### src/rtl/masked_sram_pkg.sv
// Shared types, latency bounds and parameter-legality check for the masked
// single-port SRAM model.
package masked_sram_pkg;

  typedef enum logic {CLEAR, READY} sram_state_e;

  localparam int RD_LAT_MIN = 1;
  localparam int RD_LAT_MAX = 2;

  function automatic bit params_legal(input int depth, input int width,
                                      input int mask_gran, input int rd_lat);
    return (depth >= 2) && ((depth & (depth - 1)) == 0) &&
           (mask_gran > 0) && ((width % mask_gran) == 0) &&
           (rd_lat >= RD_LAT_MIN) && (rd_lat <= RD_LAT_MAX);
  endfunction

endpackage

### src/rtl/masked_sram_rw_ext_if.sv
// Request/response bundle of the RW0 port; the SRAM is the slave side.
interface masked_sram_rw_ext_if #(
  parameter int ADDR_W   = 6,
  parameter int WIDTH    = 34,
  parameter int MASK_SEG = 2
);
  logic [ADDR_W-1:0]   addr;
  logic                en;
  logic                wmode;
  logic [MASK_SEG-1:0] wmask;
  logic [WIDTH-1:0]    wdata;
  logic                ready;
  logic                rvalid;
  logic [WIDTH-1:0]    rdata;

  modport master (output addr, en, wmode, wmask, wdata,
                  input  ready, rvalid, rdata);
  modport slave  (input  addr, en, wmode, wmask, wdata,
                  output ready, rvalid, rdata);
endinterface

### src/rtl/masked_sram_clear_seq.sv
// Post-reset clear sequencer: sweeps every word once, then holds ready high
// until the next reset.
module masked_sram_clear_seq
  import masked_sram_pkg::*;
#(
  parameter int DEPTH  = 64,
  parameter int ADDR_W = 6
) (
  input  logic              clk,
  input  logic              rst_n,
  output logic              clr_we,
  output logic [ADDR_W-1:0] clr_addr,
  output logic              ready
);

  sram_state_e       state_q, state_d;
  logic [ADDR_W-1:0] ptr_q, ptr_d;

  always_ff @(posedge clk or negedge rst_n) begin
    if (!rst_n) begin
      state_q <= CLEAR;
      ptr_q   <= '0;
    end else begin
      state_q <= state_d;
      ptr_q   <= ptr_d;
    end
  end

  always_comb begin
    state_d = state_q;
    ptr_d   = ptr_q;
    clr_we  = 1'b0;
    case (state_q)
      CLEAR: begin
        clr_we = 1'b1;
        // The pointer parks on the last word rather than wrapping.
        if (ptr_q == ADDR_W'(DEPTH - 1)) state_d = READY;
        else                             ptr_d   = ptr_q + ADDR_W'(1);
      end
      READY:   state_d = READY;
      default: state_d = CLEAR;
    endcase
  end

  assign clr_addr = ptr_q;
  assign ready    = (state_q == READY);

endmodule

### src/rtl/masked_sram_rw_ext.sv
// Single-port masked SRAM model with clear-on-reset sweep, RD_LAT-deep read
// pipeline and a held, registered read-data output.
module masked_sram_rw_ext
  import masked_sram_pkg::*;
#(
  parameter int               DEPTH     = 64,
  parameter int               WIDTH     = 34,
  parameter int               MASK_GRAN = 17,
  parameter int               RD_LAT    = 1,
  parameter logic [WIDTH-1:0] INIT_VAL  = '0
) (
  input logic                 RW0_clk,
  input logic                 RW0_rst_n,
  masked_sram_rw_ext_if.slave RW0
);

  localparam int ADDR_W   = $clog2(DEPTH);
  localparam int MASK_SEG = WIDTH / MASK_GRAN;

  if (!params_legal(DEPTH, WIDTH, MASK_GRAN, RD_LAT)) begin : g_bad_params
    $error("masked_sram_rw_ext: illegal DEPTH/WIDTH/MASK_GRAN/RD_LAT");
  end

  logic [WIDTH-1:0]    ram [DEPTH];
  logic                clr_we, ready;
  logic [ADDR_W-1:0]   clr_addr;
  logic                wr_en, rd_acc;
  logic [ADDR_W-1:0]   wr_addr;
  logic [WIDTH-1:0]    wr_data;
  logic [MASK_SEG-1:0] wr_mask;

  masked_sram_clear_seq #(.DEPTH(DEPTH), .ADDR_W(ADDR_W)) u_clear_seq (
    .clk      (RW0_clk),
    .rst_n    (RW0_rst_n),
    .clr_we   (clr_we),
    .clr_addr (clr_addr),
    .ready    (ready)
  );

  // ready is low for the whole sweep, so user traffic never competes with it.
  assign rd_acc  = RW0.en && ready && !RW0.wmode;
  assign wr_en   = clr_we || (RW0.en && ready && RW0.wmode);
  assign wr_addr = clr_we ? clr_addr : RW0.addr;
  assign wr_data = clr_we ? INIT_VAL : RW0.wdata;
  assign wr_mask = clr_we ? '1       : RW0.wmask;

  always_ff @(posedge RW0_clk) begin
    for (int s = 0; s < MASK_SEG; s++) begin
      if (wr_en && wr_mask[s])
        ram[wr_addr][s*MASK_GRAN +: MASK_GRAN] <= wr_data[s*MASK_GRAN +: MASK_GRAN];
    end
  end

  // ---- stage p0: array sampled at acceptance ----
  logic             vld_p0, vld_out;
  logic [WIDTH-1:0] data_p0, data_out;

  always_ff @(posedge RW0_clk or negedge RW0_rst_n) begin
    if (!RW0_rst_n) vld_p0 <= 1'b0;
    else            vld_p0 <= rd_acc;
  end

  always_ff @(posedge RW0_clk) begin
    if (rd_acc) data_p0 <= ram[RW0.addr];
  end

  // ---- stage p1: extra delay slot, present only for RD_LAT = 2 ----
  if (RD_LAT == 2) begin : g_lat2
    logic             vld_p1;
    logic [WIDTH-1:0] data_p1;

    always_ff @(posedge RW0_clk or negedge RW0_rst_n) begin
      if (!RW0_rst_n) vld_p1 <= 1'b0;
      else            vld_p1 <= vld_p0;
    end

    always_ff @(posedge RW0_clk) begin
      if (vld_p0) data_p1 <= data_p0;
    end

    assign vld_out  = vld_p1;
    assign data_out = data_p1;
  end else begin : g_lat1
    assign vld_out  = vld_p0;
    assign data_out = data_p0;
  end

  // ---- output register: rdata only moves when a read completes ----
  logic             rvalid_q;
  logic [WIDTH-1:0] rdata_q;

  always_ff @(posedge RW0_clk or negedge RW0_rst_n) begin
    if (!RW0_rst_n) begin
      rvalid_q <= 1'b0;
      rdata_q  <= '0;
    end else begin
      rvalid_q <= vld_out;
      if (vld_out) rdata_q <= data_out;
    end
  end

  assign RW0.ready  = ready;
  assign RW0.rvalid = rvalid_q;
  assign RW0.rdata  = rdata_q;

endmodule
### src/flat_wrapper.sv
// flat-port wrapper written by rule: the top's interface ports become plain ports
module masked_sram_rw_ext_flat import masked_sram_pkg::*;
#(
  parameter int               DEPTH     = 64,
  parameter int               WIDTH     = 34,
  parameter int               MASK_GRAN = 17,
  parameter int               RD_LAT    = 1,
  parameter logic [WIDTH-1:0] INIT_VAL  = '0
)
  (RW0_clk, RW0_rst_n, RW0_addr, RW0_en, RW0_wmode, RW0_wmask, RW0_wdata, RW0_ready, RW0_rvalid, RW0_rdata);
  masked_sram_rw_ext_if #(.WIDTH(WIDTH)) RW0_i ();
  input logic RW0_clk;
  input logic RW0_rst_n;
  input wire logic [$bits(RW0_i.addr)-1:0] RW0_addr;
  input wire logic [$bits(RW0_i.en)-1:0] RW0_en;
  input wire logic [$bits(RW0_i.wmode)-1:0] RW0_wmode;
  input wire logic [$bits(RW0_i.wmask)-1:0] RW0_wmask;
  input wire logic [$bits(RW0_i.wdata)-1:0] RW0_wdata;
  output wire logic [$bits(RW0_i.ready)-1:0] RW0_ready;
  output wire logic [$bits(RW0_i.rvalid)-1:0] RW0_rvalid;
  output wire logic [$bits(RW0_i.rdata)-1:0] RW0_rdata;
  assign RW0_i.addr = RW0_addr;
  assign RW0_i.en = RW0_en;
  assign RW0_i.wmode = RW0_wmode;
  assign RW0_i.wmask = RW0_wmask;
  assign RW0_i.wdata = RW0_wdata;
  assign RW0_ready = RW0_i.ready;
  assign RW0_rvalid = RW0_i.rvalid;
  assign RW0_rdata = RW0_i.rdata;
  masked_sram_rw_ext #(.DEPTH(DEPTH), .WIDTH(WIDTH), .MASK_GRAN(MASK_GRAN), .RD_LAT(RD_LAT), .INIT_VAL(INIT_VAL)) u_core (.RW0_clk(RW0_clk), .RW0_rst_n(RW0_rst_n), .RW0(RW0_i));
endmodule
### config.mk
export PLATFORM = sky130hd
export DESIGN_NAME = masked_sram_rw_ext_flat
export DESIGN_NICKNAME = d
export VERILOG_FILES = /design/src/rtl/masked_sram_pkg.sv /design/src/rtl/masked_sram_rw_ext_if.sv /design/src/rtl/masked_sram_clear_seq.sv /design/src/rtl/masked_sram_rw_ext.sv /design/src/flat_wrapper.sv
export SDC_FILE = /design/constraint.sdc
export NUM_CORES = 2
export LEC_CHECK = 0
export ABC_AREA = 1
export CORE_MARGIN = 8
export CORE_UTILIZATION = 55
export DETAILED_ROUTE_END_ITERATION = 8
export HOLD_SLACK_MARGIN = 0.03
export PLACE_DENSITY = 0.69
export SYNTH_ARGS = -nofsm -noshare
export SYNTH_HDL_FRONTEND = slang
export SYNTH_SLANG_ARGS = --single-unit
### constraint.sdc
create_clock -name RW0_clk -period 6.81 [get_ports RW0_clk]
set_input_delay 1.362 -clock RW0_clk [delete_from_list [all_inputs] [get_ports RW0_clk]]
set_output_delay 1.362 -clock RW0_clk [all_outputs]
set_load 0.05 [all_outputs]
Yosys cells after proc, flatten, opt, wreduce, memory -nomap -nowiden
Memories as Yosys holds them, arrays and structs flattened. A register that Yosys moved wholly into a read port is not among the register bits.
Index checks and enable logic that the tools add are counted.
{ "word_totals": {"regBits": 43, "mem_bits_rw": 2176, "output_inout_bits": 36, "word_cells": 28, "n_memories": 1} }
{ "memory_table": {"columns": ["name", "words", "word_bits", "read_ports", "rd_clocked_by_memory_dff", "wr", "line", "rtl"], "rows": [
  ["u_core.ram", 64, 34, 1, 1, 1, "masked_sram_rw_ext.sv:24", "logic [WIDTH-1:0] ram [DEPTH];"]
]} }
{ "classes": {"addsub": 1, "eq_ne": 1, "muxes": 10, "bitwise_logic": 2, "reduce_logical": 8} }
{ "ops": {"columns": ["cell", "n"], "rows": [
  ["2-to-1 mux 34 bit", 1],
  ["adder 6 x 1 -> 6 bit, second input constant", 1],
  ["== test 6 bit, second input constant", 1],
  ["2-to-1 mux 1 bit", 6],
  ["2-to-1 mux 6 bit", 1],
  ["logical AND 1 bit", 5],
  ["2-to-1 mux 2 bit", 1],
  ["NOT 1 bit", 2],
  ["one-hot mux 1 bit (2 select lines)", 1],
  ["AND reduction 2 bit", 1],
  ["logical NOT 1 bit", 1],
  ["logical OR 1 bit", 1]
]} }

Logic depth before layout (Yosys ltp)
{ "logic_depth": {"word_depth": 6, "mapped_depth": 13} }

By module
Synthesis repeated with hierarchy kept, for this count alone.
{ "hier_totals": {"hier_cells": 7547, "area_unflattened_um2": 90793.3} }
{ "modules_own_cells": {"columns": ["module", "instances", "cells_per_inst", "area_per_inst_um2"], "rows": [
  ["masked_sram_rw_ext", 1, 7501, 90421.7],
  ["masked_sram_clear_seq", 1, 46, 371.6]
]} }

Least setup slack after synthesis
OpenSTA, ideal clock, no wires.
{ "synth_timing": {"path_type": "in2reg", "startpoint": "input port RW0_addr[5]", "endpoint": "memory u_core.ram[3][0] (enable)", "arrival_ps": 3513, "required_time_ps": 6398, "path_slack_ps": 2885, "path_stages": 7, "path_cell_list": "buf_2 > inv_2 > nand2_1 > o21ai_1 > nand3_2 > buf_1 > nor3_1"} }
{ "synth_via": {"elab_chain_cells": 1} }
{ "synth_rtl": {"columns": ["item", "line", "rtl"], "rows": [
  ["start, declared", "flat_wrapper.sv:14", "input wire logic [$bits(RW0_i.addr)-1:0] RW0_addr;"],
  ["2-to-1 mux 6 bit", "masked_sram_rw_ext.sv:43", "assign wr_addr = clr_we ? clr_addr : RW0.addr;"],
  ["end, declared", "masked_sram_rw_ext.sv:24", null]
]} }
No other way between the ends.

Worst setup path in the final report
{ "layout_timing": {"startpoint": "register u_core.u_clear_seq.state_q (netlist: u_core.u_clear_seq.ready)", "endpoint": "output port RW0_ready"} }
{ "layout_lines": {"columns": ["item", "line", "rtl"], "rows": [
  ["start, declared", "masked_sram_clear_seq.sv:16", "sram_state_e state_q, state_d;"],
  ["start signal, assigned", "masked_sram_clear_seq.sv:24", "state_q <= state_d;"],
  ["end, declared", "flat_wrapper.sv:19", "output wire logic [$bits(RW0_i.ready)-1:0] RW0_ready;"]
]} }
No word-level cell between the ends.

==> impl_metrics.prom <==
# TYPE chip_impl_metric gauge
chip_impl_metric{name="synthesized_netlist_net_count",unit=""} 7570
chip_impl_info{name="path_cells",value="buf_4 -> clkdlybuf4s50_1"} 1
chip_impl_metric{name="seq_cells_post_synth",unit=""} 2253
chip_impl_metric{name="port-buffer-count",unit=""} 81
chip_impl_metric{name="postLayoutCellArea",unit="mm^2"} 0.101
chip_impl_metric{name="dp_cells",unit=""} 9498
chip_impl_metric{name="wl_per_cell",unit="um"} 25.5
chip_impl_metric{name="starting_drt_drc_count",unit=""} 8927
chip_impl_metric{name="overflow",unit=""} 0
chip_impl_metric{name="final_net_count",unit=""} 7574
chip_impl_metric{name="grt_first_pass_wirelength",unit="um"} 370000
chip_impl_metric{name="vias_per_cell",unit=""} 6.06
chip_impl_metric{name="vias_in_the_first_global_route",unit=""} 56100
chip_impl_metric{name="maxSlewViolCount",unit=""} 0
chip_impl_metric{name="period_share",unit=""} 0.639
chip_impl_metric{name="synth_area_per_cell",unit="um^2"} 12.0
chip_impl_metric{name="met1_usage",unit=""} 0.385
chip_impl_metric{name="place.detailed.hpwl",unit="um"} 136000
chip_impl_metric{name="postRouteAntennaNets",unit=""} 0
chip_impl_metric{name="initial_core_util",unit=""} 0.551
chip_impl_info{name="critical-path-slowest-cell",value="clkdlybuf4s50_1"} 1
chip_impl_metric{name="dieArea",unit="mm^2"} 0.178
chip_impl_metric{name="place_area",unit="mm^2"} 0.0939
chip_impl_metric{name="vdd_ir_drop_max",unit="mV"} 0.290
chip_impl_metric{name="finClkSkew",unit="ps"} 42.1
chip_impl_metric{name="use_met2",unit=""} 0.421
chip_impl_info{name="rr_startpoint",value="u_core.u_clear_seq.ready"} 1
chip_impl_metric{name="post-synth-top-area-fraction",unit=""} 0.734
chip_impl_info{name="rr_endpoint",value="u_core.ram[29][32]"} 1
chip_impl_metric{name="max_cap_violations",unit=""} 0
chip_impl_metric{name="grt_util_all_layers",unit=""} 0.275
chip_impl_metric{name="multiInputGateArea",unit="mm^2"} 0.0210
chip_impl_metric{name="worst_ep_required_time",unit="ps"} 5450
chip_impl_metric{name="drt_pass1_iterations",unit=""} 6
chip_impl_info{name="run_status",value="finished, final reports clean"} 1
chip_impl_metric{name="postCtsSetupRepairBufs",unit=""} 0
chip_impl_metric{name="worst_slew_pin_slew",unit="ps"} 1340
chip_impl_metric{name="total_leakage_power",unit="nW"} 34.8
chip_impl_metric{name="grtUsageMet3",unit=""} 0.0576
chip_impl_metric{name="resized_gates_after_cts",unit=""} 0
chip_impl_metric{name="r2r_slack",unit="ps"} 3020
chip_impl_metric{name="fill_cells",unit=""} 12500
chip_impl_metric{name="area.sequential",unit="mm^2"} 0.0674
chip_impl_metric{name="clk_path_buf_depth",unit=""} 3
chip_impl_metric{name="synth_sequential_area_ratio",unit=""} 0.746
chip_impl_metric{name="tns",unit="ps"} 0
chip_impl_metric{name="drive_gt1_frac",unit=""} 0.0932
chip_impl_metric{name="maxClockFrequency",unit="MHz"} 230
chip_impl_metric{name="total_power",unit="mW"} 28.0
chip_impl_metric{name="io_pins",unit=""} 82
chip_impl_metric{name="p_per_area",unit="mW/mm^2"} 278
chip_impl_metric{name="synthDistinctLibCells",unit=""} 24
chip_impl_info{name="timing.hold.worst_endpoint",value="u_core.RW0.rdata[1]"} 1
chip_impl_metric{name="synth-warning-count",unit=""} 0
chip_impl_metric{name="final_period_minus_worst_setup_slack",unit="ps"} 4350
chip_impl_metric{name="area_growth",unit="%"} 11.4
chip_impl_metric{name="synth_enable_flop_cells",unit=""} 2210
chip_impl_info{name="crit_type",value="reg2out"} 1
chip_impl_info{name="grt_setup_unrepaired",value="false"} 1
chip_impl_info{name="hold_class",value="reg2reg"} 1
chip_impl_metric{name="final-setup-viol-count",unit=""} 0
chip_impl_metric{name="grt_antenna_before_repair",unit=""} 10
chip_impl_metric{name="critical_path.max_stage_delay",unit="ps"} 880
chip_impl_info{name="tritoncts",value="done"} 1
chip_impl_info{name="timing.critical_path.max_delay_family",value="buffers and inverters"} 1
chip_impl_metric{name="drt-total-wl",unit="um"} 252000
chip_impl_metric{name="critical_path_arrival",unit="ps"} 2990
chip_impl_metric{name="hold_buffers",unit=""} 0
chip_impl_metric{name="ys_async_sr_fraction",unit=""} 0.0191
chip_impl_info{name="critPathCaptureType",value="primary output"} 1
chip_impl_metric{name="netlist_area",unit="mm^2"} 0.0904
chip_impl_metric{name="clock_sink_count",unit=""} 2253
chip_impl_metric{name="critical_path_peak_fanout",unit=""} 27
chip_impl_metric{name="rows",unit=""} 149
chip_impl_metric{name="floorplan.core_area",unit="mm^2"} 0.164
chip_impl_metric{name="final-instance-count-excl-fill",unit=""} 9896
chip_impl_metric{name="dr_total_vias",unit=""} 60000
chip_impl_info{name="worst_setup_path_start_kind",value="flop"} 1
chip_impl_metric{name="cts.htree.levels",unit=""} 4
chip_impl_metric{name="die_h",unit="um"} 421
chip_impl_metric{name="grt_start_max_net_pins",unit=""} 194
chip_impl_metric{name="finalHoldViolCount",unit=""} 0
chip_impl_info{name="dominantRegCellSynth",value="edfxtp_1"} 1
chip_impl_metric{name="rr_worst_depth",unit=""} 4
chip_impl_metric{name="floorplan.die.width",unit="um"} 421
chip_impl_metric{name="tritoncts.num_buffers",unit=""} 216
chip_impl_metric{name="hold_path_depth",unit=""} 1
chip_impl_metric{name="clock_latency",unit="ps"} 860
chip_impl_metric{name="gp_routability_congestion",unit=""} 0.862
chip_impl_metric{name="syn_inst",unit=""} 7523
chip_impl_info{name="synth_top_area_cell",value="edfxtp_1"} 1
chip_impl_info{name="cts_root_buffer",value="clkbuf_16"} 1
chip_impl_metric{name="path_clk_slew",unit="ps"} 60
chip_impl_metric{name="crit_buf_inv",unit=""} 2
chip_impl_metric{name="route.detailed.drc",unit=""} 0
chip_impl_metric{name="maxSlewHeadroom",unit=""} 0.104
chip_impl_info{name="global_route.peak_usage_layer",value="met2"} 1
chip_impl_info{name="hold_start",value="u_core.data_out[1]"} 1
chip_impl_info{name="yosys-top-cells-area",value="edfxtp_1 (73%), nand3_1 (11%), nand2_1 (10%)"} 1
==> sequential cells by signal (all words and copies together), names as in the netlist <==
register,count
u_core.vld_out,1
u_core.u_clear_seq.clr_addr,6
u_core.RW0.rdata,34
u_core.u_clear_seq.ready,1
u_core.RW0.rvalid,1
u_core.data_out,34
u_core.ram,2176
==> Yosys cell counts (2+ instances only) <==
master and instances:
o21ai_0 2, mux2_2 35, buf_2 175, clkbuf_1 203, inv_2 18, buf_4 14
o21ai_1 4, xor2_1 3, nor2_1 77, edfxtp_1 2210, nand2_1 2510, nor3_1 65
buf_1 107, inv_1 42, dfrtp_1 43, nand3_1 2004, nand3_2 4
==> cells by family (layout without fill, tap and decap cells) <==
logic type	after synthesis	in the layout	share of synthesized area
simple gates	4661	4661	0.222
flops	2253	2253	0.746
buf+inv	560	742	0.0263
mux	35	35	0.00436
compound gates	9	9	0.000692
xor+xnor	4	4	0.000387
fa+ha+maj	1	1	0.000138
other cells	0	2	0
==> metal layers <==
layer  vias to the layer above  share of wire
met3                       504           0.11
met5                         -       0.000087
met4                         4          0.047
met2                      3487           0.46
li1                      26700              -
met1                     29400           0.39
==> cell type report <==
cell class | instances | share of cell area
diodes | 2 | 0.0000497
clock buffers | 284 | 0.0576
clock inverters | 112 | 0.0100
inverters | 61 | 0.00264
multi-input cells | 4710 | 0.209
flip-flops and latches | 2253 | 0.669
well taps | 2189 | 0.0272
repair buffers | 285 | 0.0244
==> placed cells by master (no fill, tap or decap), types with 3 or more instances in the layout <==
cell type / synthesis / final
nor2_2: 0 / 38
inv_6: 0 / 8
clkinv_8: 0 / 7
buf_4: 14 / 196
nor2_1: 77 / 38
edfxtp_1: 2210 / 2210
bufinv_16: 0 / 13
nand3_2: 4 / 4
dfrtp_1: 43 / 42
buf_8: 0 / 3
nand3_1: 2004 / 2004
clkbuf_16: 0 / 218
clkbuf_8: 0 / 10
inv_2: 18 / 50
nand2_1: 2510 / 2510
nor3_2: 0 / 64
buf_12: 0 / 9
mux2_2: 35 / 35
clkinv_1: 0 / 33
inv_1: 42 / 6
clkdlybuf4s50_1: 0 / 74
o21ai_1: 4 / 4
clkbuf_1: 203 / 56
clkinv_2: 1 / 48
xor2_1: 3 / 3
==> worst register-to-register path, stage by stage, from the launching register on <==
cell and delay [ps]:
dfrtp_2 650, buf_4 360, nand2_1 270, clkinv_2 750, nor2_2 1320
==> worst max-delay path by stage <==
stage                                  start                 end  slack, ps  cells after the start
floorplan                        RW0_addr[5]    u_core.ram[3][0]       2880                      7
global placement                 RW0_addr[1]  u_core.ram[61][12]       2070                     11
detailed placement               RW0_addr[1]  u_core.ram[29][25]       2110                     11
CTS                 u_core.u_clear_seq.ready           RW0_ready       2410                      2
global route        u_core.u_clear_seq.ready           RW0_ready       2380                      2
finish              u_core.u_clear_seq.ready           RW0_ready       2460                      2
==> power by group <==
| part | internal [mW] | switching, mW |
|---|---|---|
| Clock | 6.49 | 5.11 |
| Sequential | 15.0 | 0 |
| Combinational | 0.397 | 1.05 |
| Total | 21.9 | 6.16 |
==> metrics by stage <==
stage | setup WS, ps | hold slack [ps] | util
final | 2460 | 479 | 0.614
after global routing | 2380 | 499 | 0.614
after CTS | 2410 | 484 | 0.614
after detailed placement | 2110 | 470 | 0.573
after global placement | 2070 | 464 | 0.573
after floorplan | 2880 | 352 | -
(Power assumes the default switching activity.)
